**src/rtl/circuit_b.sv**
```systemverilog
// rtl/circuit_b.sv - 2-bit unsigned magnitude comparator with registered one-hot flags
//
// Compares A = {A1,A0} against B = {B1,B0}, both unsigned 0..3, and registers
// the greater/equal/less result one clock after the operands are sampled.
//
// Ports:
//   F1  out  A > B  (registered)
//   F2  out  A == B (registered)
//   F3  out  A < B  (registered)
//   A0  in   operand A bit 0 (LSB)
//   A1  in   operand A bit 1 (MSB)
//   B0  in   operand B bit 0 (LSB)
//   B1  in   operand B bit 1 (MSB)
//   clk in   clock, rising edge
//   rst in   asynchronous active-high reset; clears all flags

module circuit_b (
   output logic F1,
   output logic F2,
   output logic F3,
   input  logic A0,
   input  logic A1,
   input  logic B0,
   input  logic B1,
   input  logic clk,
   input  logic rst
);

   logic gt_d, eq_d, lt_d;
   logic gt_q, eq_q, lt_q;
   logic msb_eq;

   // MSB decides unless the MSBs match, in which case the LSB decides.
   always_comb begin
      msb_eq = ~(A1 ^ B1);
      gt_d   = (A1 & ~B1) | (msb_eq & A0 & ~B0);
      eq_d   = msb_eq & ~(A0 ^ B0);
      lt_d   = (~A1 & B1) | (msb_eq & ~A0 & B0);
   end

   // All-zero is the "no result yet" code held through reset until the
   // first post-release edge loads a real compare.
   always_ff @(posedge clk or posedge rst) begin
      if (rst) begin
         gt_q <= 1'b0;
         eq_q <= 1'b0;
         lt_q <= 1'b0;
      end else begin
         gt_q <= gt_d;
         eq_q <= eq_d;
         lt_q <= lt_d;
      end
   end

   assign F1 = gt_q;
   assign F2 = eq_q;
   assign F3 = lt_q;

endmodule

```
**config.mk**
```make
export PLATFORM = sky130hd
export DESIGN_NAME = circuit_b
export DESIGN_NICKNAME = d
export VERILOG_FILES = /design/src/rtl/circuit_b.sv
export SDC_FILE = /design/constraint.sdc
export NUM_CORES = 1
export LEC_CHECK = 0
export BUFFER_PORTS_ARGS = -buffer_cell sky130_fd_sc_hd__buf_2
export CAP_MARGIN = 20
export CELL_PAD_IN_SITES_DETAIL_PLACEMENT = 2
export CELL_PAD_IN_SITES_GLOBAL_PLACEMENT = 2
export CORE_AREA = 2 2 39 41
export CTS_CLUSTER_DIAMETER = 30
export CTS_CLUSTER_SIZE = 24
export DETAILED_ROUTE_END_ITERATION = 16
export DIE_AREA = 0 0 41 43
export PLACE_DENSITY_LB_ADDON = 0.1
export SYNTH_ARGS = -nofsm -noshare
export SYNTH_HDL_FRONTEND = slang
export SYNTH_SLANG_ARGS = --single-unit
```
**constraint.sdc**
```tcl
create_clock -name clk -period 0.8 [get_ports clk]
set_clock_uncertainty 0.05 [all_clocks]
set_input_delay 0 -clock clk [delete_from_list [all_inputs] [get_ports clk]]
set_output_delay 0 -clock clk [all_outputs]
set_load 0.02 [all_outputs]
```
==> metrics.yaml <==
drive_above_1_share_pct: 40.0
setup_viol: 0
relSlewSlack_pct: 91.5
power.total_w: 0.000549
wl_per_cell_um: 7.65
area_delta_synth_final_pct: 95.0
timing.hold.ws_ps: 0.127
grt_max_degree: 4
ff_latch_area_sq_um: 75.1
yosysWarnings: 0
critical_path_class: "register to primary output"
track_usage_pct: 5.70
critPathLaunchType: "register"
slowest_stage: "dfrtp_1"
crit_path_max_incr_delay_ps: 360
stdcell_area_sq_um: 293
core_area_sq_um: 1380
critPathTopFamily: "flip-flops"
grt_pass1_vias: 169
max_cap_violations: 0
start_util_pct: 10.8
dieHeight_um: 43
outcome: "complete, no violations"
syn_inst: 14
fillerInstances: 160
place_area_sq_um: 218
clockBufferDepth: 2
ir_worst_vdd_v: 0.000297
path_buf_inv: 1
gp_congestion: 0.655
cts_sinks: 3
worstMarginPinSlew_ps: 127
cts_tree: "yes"
syn-num-nets: 22
grt_antenna_before_repair: 0
synth.ff_latch_count: 3
drtPass1Iterations: 1
grt_pass1_wl_um: 579
cts_root_buf: "clkbuf_4"
drtIter0Drc: 0
fmax_mhz: 1290
num_vias: 150
setup_tns_ps: 0
fin_crit_ps: 773
final_util_pct: 21.2
route.detailed.drc: 0
hold_violations: 0
portBuffers: 8
avgSynthCellArea_sq_um: 10.7
multi_input_area_sq_um: 60.1
clk_pin_slew_ps: 40
htree_levels: 1
crit_required_ps: 750
grt_overflow: 0
drv_slew: 0
post-dp-hpwl_um: 290
routed_via_density: 3.26
fin_crit_sh_pct: 96.7
seq_area_frac_synth_pct: 50.0
post-cts-setup-buffer-count: 0
nets: 39
hold_path_class: "input pin to register"
totalWireLength_um: 352
antenna_cells: 0
ios: 9
crit_chain: "buf_6"
postRouteAntennaNets: 0
row_count: 14
crit_arrival_ps: 720
syn-cell-area_sq_um: 150
p_per_area_nw_per_um2: 1880
die_area_sq_um: 1760
die_width_um: 41
crit_fanout: 1
p_leak_nw: 0.157
rsz0062_at_grt: "true"
synthDistinctLibCells: 8
crit_path_end_kind: "primary output"
numCtsBuffers: 3
power breakdown:
group,internal [W],switching (W)
Sequential,0.000166,0.00000559
Combinational,0.0000627,0.0000479
Clock,0.000187,0.0000796
metal layers:
metal  vias up  global-route usage (%)  part of all wire [%]
met5         -                       0                     0
met4         0                    8.00                   4.3
met2         9                    8.75                    52
li1         73                       -                     -
met1        66                    3.49                    34
met3         2                    3.14                   9.1
synthesized netlist by cell type:
cell      instances  share of area, %
a31o_1            1               5.8
inv_1             4                10
ha_1              2                17
dfrtp_1           3                50
xnor2_1           1               5.8
and2_1            1               4.2
nand2_1           1               2.5
o21bai_1          1               5.0
final timing paths:
check / start / endpoint / slack, ps / depth (start not counted)
min: A0 / F1 / 0.1 / 2
max in group asynchronous: rst / F3 / 450 / 3
min in group asynchronous: rst / F2 / 120 / 3
max: F2 / F2 / 30 / 1
logic make-up after synthesis:
group / Yosys count / share of synthesized area (%)
xor+xnor: 1 / 5.83
flops: 3 / 50.0
fa+ha+maj: 2 / 16.7
buf+inv: 4 / 10.0
compound gates: 2 / 10.8
simple gates: 2 / 6.67
registers in the layout (all words and copies together) (netlist names):
register / cells
F2: 1
F1: 1
F3: 1
timing repair:
item / 4_1_cts / 5_1_grt
endpoints found under the hold margin: 4 / 0
hold buffers: 3 / 0
resized for setup: 0 / 6
endpoints found under the setup margin: 0 / 3
placed cells by master, fill, tap and decap left out, drive strengths merged:
cell,synthesis,layout
a31o,1,1
and2,1,1
buf,0,9
clkbuf,0,4
dfrtp,3,3
dlygate4sd3,0,3
ha,2,2
inv,4,4
nand2,1,1
o21bai,1,1
xnor2,1,1
layout make-up:
class | count | share of cell area [%]
Inverter | 4 | 5.13
Timing Repair Buffer | 12 | 32.9
Multi-Input combinational cell | 7 | 20.5
Sequential cell | 3 | 25.6
Tap cell | 16 | 6.84
Clock buffer | 4 | 8.97
per-stage QoR:
stage	cells	worst slack (ps)
finish	46	26.7
global route	46	-14.0
CTS	46	6.97
detailed placement	39	-40.4
global placement	39	-48.6
floorplan	14	104
(Power assumes the default switching activity.)
